File: src/rtl/piho_result_reader.sv
// Read-side companion to the 8-unit harmonic-oscillator top: waits for finish,
// lets the x2sumall tree settle, snapshots the results and streams them as a checksummed byte packet.
module piho_result_reader #(
   parameter int unsigned SETTLE_CYCLES = 8,
   parameter logic [7:0]  HDR0          = 8'hA5,
   parameter logic [7:0]  HDR1          = 8'h5A
) (
   input  logic         clk,
   input  logic         rst,
   input  logic         finish,
   input  logic [511:0] x2sum_flat,
   input  logic [63:0]  x2sumall,
   input  logic [31:0]  looptimes,
   input  logic         rearm,
   output logic [7:0]   tx_data,
   output logic         tx_valid,
   input  logic         tx_ready,
   output logic         busy,
   output logic         done,
   output logic [15:0]  pkt_count
);

   localparam logic [2:0] ST_IDLE    = 3'd0;
   localparam logic [2:0] ST_SETTLE  = 3'd1;
   localparam logic [2:0] ST_CAPTURE = 3'd2;
   localparam logic [2:0] ST_SEND    = 3'd3;
   localparam logic [2:0] ST_DONE    = 3'd4;

   localparam logic [7:0] SETTLE_LAST = 8'(SETTLE_CYCLES - 1);
   localparam logic [6:0] IDX_HDR0    = 7'd0;
   localparam logic [6:0] IDX_PAY_LO  = 7'd2;
   localparam logic [6:0] IDX_PAY_HI  = 7'd77;
   localparam logic [6:0] IDX_CHK     = 7'd78;

   logic [2:0]   state;
   logic         finish_d;
   logic         fin_rise;
   logic [7:0]   settle_cnt;
   logic [6:0]   byte_idx;
   logic [7:0]   chk;
   logic [7:0]   chk_upd;
   logic [607:0] shadow;
   logic         xfer;

   assign fin_rise = finish & ~finish_d;

   // Handshake: a byte moves on every cycle where tx_valid & tx_ready; while
   // tx_valid is high and tx_ready low, tx_data and tx_valid are held unchanged.
   assign xfer = tx_valid & tx_ready;

   assign busy = (state == ST_SETTLE) || (state == ST_CAPTURE) || (state == ST_SEND);
   assign done = (state == ST_DONE);

   // Checksum covers payload bytes only; headers and the checksum itself are excluded.
   always_comb begin
      chk_upd = chk;
      if (byte_idx >= IDX_PAY_LO && byte_idx <= IDX_PAY_HI) begin
         chk_upd = chk ^ tx_data;
      end
   end

   always_ff @(posedge clk or posedge rst) begin
      if (rst) begin
         state      <= ST_IDLE;
         finish_d   <= 1'b0;
         settle_cnt <= 8'd0;
         byte_idx   <= 7'd0;
         chk        <= 8'd0;
         shadow     <= '0;
         tx_data    <= 8'd0;
         tx_valid   <= 1'b0;
         pkt_count  <= 16'd0;
      end else begin
         finish_d <= finish;
         case (state)
            ST_IDLE: begin
               if (fin_rise) begin
                  state      <= ST_SETTLE;
                  settle_cnt <= 8'd0;
               end
            end

            ST_SETTLE: begin
               settle_cnt <= settle_cnt + 8'd1;
               if (!finish) begin
                  state <= ST_IDLE;
               end else if (settle_cnt == SETTLE_LAST) begin
                  state <= ST_CAPTURE;
               end
            end

            ST_CAPTURE: begin
               // Payload is kept as one little-endian shift register: byte 2 sits in [7:0].
               shadow   <= {looptimes, x2sumall, x2sum_flat};
               byte_idx <= IDX_HDR0;
               chk      <= 8'd0;
               tx_data  <= HDR0;
               tx_valid <= 1'b1;
               state    <= ST_SEND;
            end

            ST_SEND: begin
               if (xfer) begin
                  byte_idx <= byte_idx + 7'd1;
                  chk      <= chk_upd;
                  if (byte_idx == IDX_CHK) begin
                     tx_valid  <= 1'b0;
                     tx_data   <= 8'd0;
                     pkt_count <= pkt_count + 16'd1;
                     state     <= ST_DONE;
                  end else if (byte_idx == IDX_PAY_HI) begin
                     tx_data <= chk_upd;
                  end else if (byte_idx == IDX_HDR0) begin
                     tx_data <= HDR1;
                  end else begin
                     tx_data <= shadow[7:0];
                     shadow  <= shadow >> 8;
                  end
               end
            end

            ST_DONE: begin
               if (rearm) begin
                  state <= ST_IDLE;
               end
            end

            default: begin
               state    <= ST_IDLE;
               tx_valid <= 1'b0;
            end
         endcase
      end
   end

endmodule

File: config.mk
export PLATFORM = sky130hd
export DESIGN_NAME = piho_result_reader
export DESIGN_NICKNAME = d
export VERILOG_FILES = /design/src/rtl/piho_result_reader.sv
export SDC_FILE = /design/constraint.sdc
export NUM_CORES = 2
export LEC_CHECK = 0
export BUFFER_PORTS_ARGS = -buffer_cell sky130_fd_sc_hd__buf_2
export CAP_MARGIN = 25
export CORE_UTILIZATION = 29
export CTS_CLUSTER_SIZE = 10
export DETAILED_ROUTE_END_ITERATION = 12
export GPL_ROUTABILITY_DRIVEN = 0
export HOLD_SLACK_MARGIN = 0.1
export SYNTH_ARGS = -nofsm -noshare
export SYNTH_HDL_FRONTEND = slang
export SYNTH_SLANG_ARGS = --single-unit
File: constraint.sdc
create_clock -name clk -period 16.9 [get_ports clk]
set_clock_uncertainty 0.05 [all_clocks]
set_input_delay 0 -clock clk [delete_from_list [all_inputs] [get_ports clk]]
set_output_delay 0 -clock clk [all_outputs]
set_load 0.005 [all_outputs]
After elaboration in Yosys (flattened, before gate mapping)
Index checks and enable logic that the tools add are counted.
{ "word_totals": {"ff_bits": 660, "word_cells": 75, "inputBits": 613} }
{ "classes": {"n_addsub": 3, "magnitude_cmp": 2, "mux": 27, "n_reduce_logical": 14, "bitwise": 5, "n_eq_ne": 15} }
{ "op_table": {"columns": ["cell", "count"], "rows": [
  ["$mux W608", 4],
  ["$pmux W608 S2", 1],
  ["$mux W8", 7],
  ["$pmux W8 S2", 3],
  ["$mux W3", 6],
  ["$add A16 B1 Y16 const B", 1],
  ["$pmux W3 S5", 1],
  ["$eq A7 B7 Y1 const B", 2],
  ["$pmux W7 S2", 1],
  ["$ne A2 B2 Y1 const B", 6],
  ["$reduce_and A5 Y1", 2],
  ["$add A8 B1 Y8 const B", 1],
  ["$eq A8 B3 Y1 const B", 1],
  ["$xor A8 B8 Y8", 1],
  ["$add A7 B1 Y7 const B", 1],
  ["$ge A7 B2 Y1 const B", 1],
  ["$le A7 B7 Y1 const B", 1],
  ["$logic_not A7 Y1", 1],
  ["$mux W7", 1],
  ["$eq A3 B2 Y1 const B", 2],
  ["$reduce_and A3 Y1", 2],
  ["$reduce_and A2 Y1", 2],
  ["$reduce_bool A2 Y1", 2],
  ["$eq A3 B1 Y1 const B", 1],
  ["other kinds (11)", 15]
]} }

Depth between registers and ports, before layout
{ "depth": {"ltp_word": 7, "mapped_depth": 11, "ltp_nobuf": 7} }

Worst setup path before layout
Ideal clock, no wire load.
{ "synth_timing": {"path_kind": "register -> register", "start": "register byte_idx[0]", "end": "register shadow[233]", "path_buffers": 5, "t_required_ns": 16.773, "stages_incl_launch_ff": 12, "setup_slack_ns": 14.931, "period_less_slack_ns": 1.969, "t_arrival_ns": 1.842, "cell_sequence": "dfrtp_1 > inv_1 > ha_1 > nand3_2 > a41oi_2 > buf_4 > buf_6 > buf_6 > buf_6 > buf_6 > nand2_1 > o21ai_1"} }
{ "synth_between": {"elab_chain_len": 3} }
{ "synth_rtl": {"columns": ["item", "line", "rtl"], "rows": [
  ["start: declaration", "39", "logic [6:0] byte_idx;"],
  ["start signal: assignment", "104", "byte_idx <= byte_idx + 7'd1;"],
  ["$eq A7 B7 Y1 (tied with other cells)", "111", "end else if (byte_idx == IDX_PAY_HI) begin"],
  ["$ne A2 B2 Y1 (no source line)", null, null],
  ["$reduce_and A5 Y1 (no source line) (*)", null, null],
  ["end signal: assignment", "94", "shadow <= {looptimes, x2sumall, x2sum_flat};"],
  ["end signal: assignment", "117", "shadow <= shadow >> 8;"],
  ["end: declaration", "42", "logic [607:0] shadow;"]
]} }
Every way passes the cells marked *; elsewhere a longest branch is shown, timed or not.
A chain may end at the register's enable or synchronous reset.

Worst setup path in the final report
{ "layout_timing": {"start": "register byte_idx[5]", "end": "register shadow[181]"} }
Same word-level chain as after synthesis.

==> summary by stage <==
Clock network
TritonCTS built the clock tree. The tree is rooted in a sky130_fd_sc_hd__clkbuf_16. The number of H-tree branching levels is 3. Buffers inserted during clock tree synthesis total 80. The later pin in the worst-skew pair is clocked with a latency of about 0.64 ns. Clock-pin slew was measured on the worst setup and hold paths at around 0.05 ns. Counting along the longest clock path gives a buffer depth of 3. Once the clock tree was built, the setup fixing pass inserted 0 buffers.

The clock sink count is 660.

Floorplanning
The region available for standard cell placement spans ~100000 um^2. The starting density of the core is just under 30%. The floorplan step defined a die boundary enclosing about 110000 um^2. In this run the count of I/O pins placed on the die edge is 640. Measured along the y axis, the die boundary spans between 300 and 400 um. From left edge to right edge, the die measures about 330 um.

The number of rows in the core area is between 100 and 150.

Timing
The worst pin sits at a relative slew slack of 19.59%. Setup repair after global routing left no endpoint under its margin. The final period demand of the worst path is roughly 5.3 ns. The fraction of the cycle the final worst path needs is a little under a third.

The max-slew violation count came to 0. Setup violations remaining at the end of the flow were counted as 0. For this run, the top clock speed supported by timing is around 190 MHz. The transition time of the tightest slew-check pin is ~1.2 ns. The setup TNS is 0 ns.

The worst path setup slack after routing is 11.57 ns. The final hold violation count is 0.

Power
The worst vdd rail ir drop is between 0.15 and 0.2 mV. Combinational cells account for a little over two fifths of the total power. The switching power share of the total is between 30 and 40%. The relative contribution of sequential cells to total power is a little over a third. The power density over cell area is about 170 nW/um^2. The clock power share is 21.2%. The analysis attributes to net switching a power of slightly above 3 mW. The internal power component is between 4 and 5 mW. The analysis attributes to cell leakage a power of ~21 nW.

Final layout
Leaving out fill and tap cells, the most frequent cell in the layout is sky130_fd_sc_hd__dlygate4sd3_1. Cells fill between 40% and 50% of the core in the end. Cells with a size suffix above 1 make up about 18% of the layout.

The area growth from synthesis to layout is 47.45%. The summed area of non-filler cells in the final layout is about 45000 um^2. At the end of the flow, the number of nets in the layout was about 5000.

Leaving out fill and tap cells, the most frequent cells in the layout are 778 x sky130_fd_sc_hd__dlygate4sd3_1, 660 x sky130_fd_sc_hd__dfrtp_1, 642 x sky130_fd_sc_hd__nand2_1, 639 x sky130_fd_sc_hd__buf_2, 601 x sky130_fd_sc_hd__mux2i_1.

Routing
After detailed routing, the average wire length per cell comes to 17.64 um. For this block, the initial DRC count from the detailed router was 1601. The number of detailed-route iterations in the first pass is 5. For this run, design rule violations remaining after detail routing come to 0. The detail-routed via count per cell is ~4.7. The routed wire length is roughly 100000 um. Detailed routing inserted a total of roughly 26000 vias.

The post-detailed-route count of antenna-violating nets is 0.

Yosys
The synthesis-stage register bit count is 660. Counting every net in the synthesized netlist gives 3548. The mean cell area of the mapped netlist is between 10 and 15 um^2. The unique cell type count in the Yosys netlist is 47. The share of the yosys chip area belonging to registers is 54.35%.

The cell area that synthesis handed to floorplanning was 30390 um^2. In the synthesized netlist the dominant register cell turns out to be sky130_fd_sc_hd__dfrtp_1. The synthesized design contains 0 enable-type register cells. For this run, the number of Yosys warnings is 0. The cell count after synthesis came out at 2929. The share of synthesized flip-flops with an asynchronous set or reset is 100.0%.

Setup path
The arrival time of the worst setup path is between 5 and 6 ns. The type of element capturing the critical path is a flip-flop. The worst path required time is between 15 and 20 ns. For the worst flop-to-flop path, the logic depth is 9. The type of the setup path with the least slack is reg2reg. The largest fanout of any net on the critical path is around 280. STA classifies the critical path startpoint as a flip-flop.

Global route
The wire length of the first global-routing pass is between 150000 and 200000 um. The overall routing resource usage is 18.57%. The via count of the first global-routing pass is 27900. Entering global routing, the biggest net connects roughly 280 pins. The total overflow left after global routing is 0.

The number of antenna violations at the first check in global routing is 23.

Placed design
Detailed placement finished with a half-perimeter wire length of 62080 um. In this run the cell area measured after placement is 34520 um^2. Input and output buffers added on the ports amount to between 600 and 700. At the placement stage, the worst setup path has a slack of ~11 ns.

Job
The number of max-cap violations is 0.

Worst hold path
The path class of the tightest hold or removal check is in2reg. The worst hold path was traced through 4 stages.

Run status
The run finished with clean final reports.
[power groups by stage]
stage,sequential [mW],combinational [mW],clock [mW]
after CTS,2.74,3.14,1.65
after detailed placement,2.76,2.99,0
after global placement,2.74,2.91,0
after global routing,2.83,3.59,1.71
final,2.76,3.20,1.60
after floorplan,2.58,2.49,0
[layer usage]
metal / up-vias / routed length, um / GRT usage (%)
met4: 10 / 4580 / 8.879
met5: - / 67 / 0
li1: 12790 / - / -
met3: 240 / 5656 / 4.013
met2: 825 / 47510 / 30.69
met1: 12570 / 42320 / 22.99
[final timing paths]
check | startpoint | to | slack, ns
worst max-delay path | byte_idx[5]$_DFFE_PP0P_ | shadow[181]$_DFFE_PP0P_ | 11.57
worst min-delay path | x2sum_flat[344] | shadow[344]$_DFFE_PP0P_ | 0.13
worst max register to register | byte_idx[5]$_DFFE_PP0P_ | shadow[181]$_DFFE_PP0P_ | 11.57
worst min register to register | shadow[1]$_DFFE_PP0P_ | shadow[1]$_DFFE_PP0P_ | 0.42
max in group asynchronous | rst | shadow[556]$_DFFE_PP0P_ | 13.61
min in group asynchronous | rst | shadow[220]$_DFFE_PP0P_ | 0.57
[synthesized netlist by cell type (2+ instances only)]
cell,n,share of area [%]
sky130_fd_sc_hd__dfrtp_1,660,54
sky130_fd_sc_hd__nand2_1,642,7.9
sky130_fd_sc_hd__mux2i_1,601,20
sky130_fd_sc_hd__o21ai_0,424,7.0
sky130_fd_sc_hd__o21ai_1,201,3.3
sky130_fd_sc_hd__clkbuf_1,108,1.3
sky130_fd_sc_hd__buf_2,78,1.3
sky130_fd_sc_hd__buf_6,24,0.89
sky130_fd_sc_hd__nor2_1,22,0.27
sky130_fd_sc_hd__nand3_1,20,0.33
sky130_fd_sc_hd__a31oi_1,18,0.37
sky130_fd_sc_hd__a21oi_1,16,0.26
sky130_fd_sc_hd__xor2_1,11,0.32
sky130_fd_sc_hd__xnor2_1,10,0.29
sky130_fd_sc_hd__inv_1,9,0.11
sky130_fd_sc_hd__a22o_1,8,0.23
sky130_fd_sc_hd__and2_1,7,0.14
sky130_fd_sc_hd__nor3_1,7,0.12
sky130_fd_sc_hd__ha_1,6,0.25
sky130_fd_sc_hd__nand4_1,6,0.12
sky130_fd_sc_hd__a22oi_1,4,0.099
sky130_fd_sc_hd__a311oi_1,4,0.12
sky130_fd_sc_hd__o21a_1,4,0.099
sky130_fd_sc_hd__o22ai_1,4,0.082
sky130_fd_sc_hd__and3_1,3,0.062
sky130_fd_sc_hd__buf_1,3,0.037
sky130_fd_sc_hd__nor4_1,3,0.062
sky130_fd_sc_hd__buf_4,2,0.049
sky130_fd_sc_hd__nand3b_1,2,0.049
sky130_fd_sc_hd__nor3b_1,2,0.049
sky130_fd_sc_hd__nor4_2,2,0.082
sky130_fd_sc_hd__o211ai_1,2,0.049
sky130_fd_sc_hd__o31ai_1,2,0.049
[kinds of logic (layout without fill, tap and decap cells)]
kind of cell	count (synthesis)	count (layout)	share of synthesized area (%)
AOI/OAI and AO/OA	692	692	11.82
and+or+nand+nor	724	724	9.437
muxes	602	602	19.83
adders and majority gates	6	6	0.2470
xor gates and xnor gates	21	21	0.6052
buffers and inverters	224	1573	3.706
DFF	660	660	54.35
other	0	18	0
[per-stage QoR]
stage          total power, mW  hold slack (ns)  instances
2_1_floorplan            5.068         -0.01857       2929
3_3_place_gp             5.657          0.07812       4758
3_5_place_dp             5.753          0.08586       4759
4_1_cts                  7.531           0.1001       5654
5_1_grt                  8.133           0.1123       5670
6_report                 7.564           0.1301       5676
[timing repair]
action                     CTS  global route
setup endpoints to repair    0             0
resized for setup            0             0
hold buffers               778             0
hold endpoints to repair   675             0
[critical path, stage by stage (launching register included)]
cell and delay, ns:
sky130_fd_sc_hd__dfrtp_1 0.41, sky130_fd_sc_hd__nor2_1 0.29, sky130_fd_sc_hd__nand3_1 0.53, sky130_fd_sc_hd__a41oi_4 0.29, sky130_fd_sc_hd__buf_4 0.33, sky130_fd_sc_hd__buf_16 0.31, sky130_fd_sc_hd__buf_4 0.75, sky130_fd_sc_hd__buf_12 0.66
sky130_fd_sc_hd__buf_12 0.65, sky130_fd_sc_hd__o21ai_0 0.27
[flip-flops by register name, summed over array words and instances, names as in the netlist]
signal / count
tx_data: 8
finish_d: 1
pkt_count: 16
byte_idx: 7
shadow: 608
state: 3
chk: 8
tx_valid: 1
settle_cnt: 8
[cell type report]
cell class / instances / area (um^2)
Tap cell: 1380 / 1727
Fill cell: 9574 / 58840
Inverter: 9 / 37.54
Clock buffer: 107 / 2215
Clock inverter: 10 / 126.4
Timing Repair Buffer: 1447 / 11380
Multi-Input combinational cell: 2045 / 12760
Sequential cell: 660 / 16520
Antenna cell: 18 / 45.04
(Power assumes the default switching activity.)
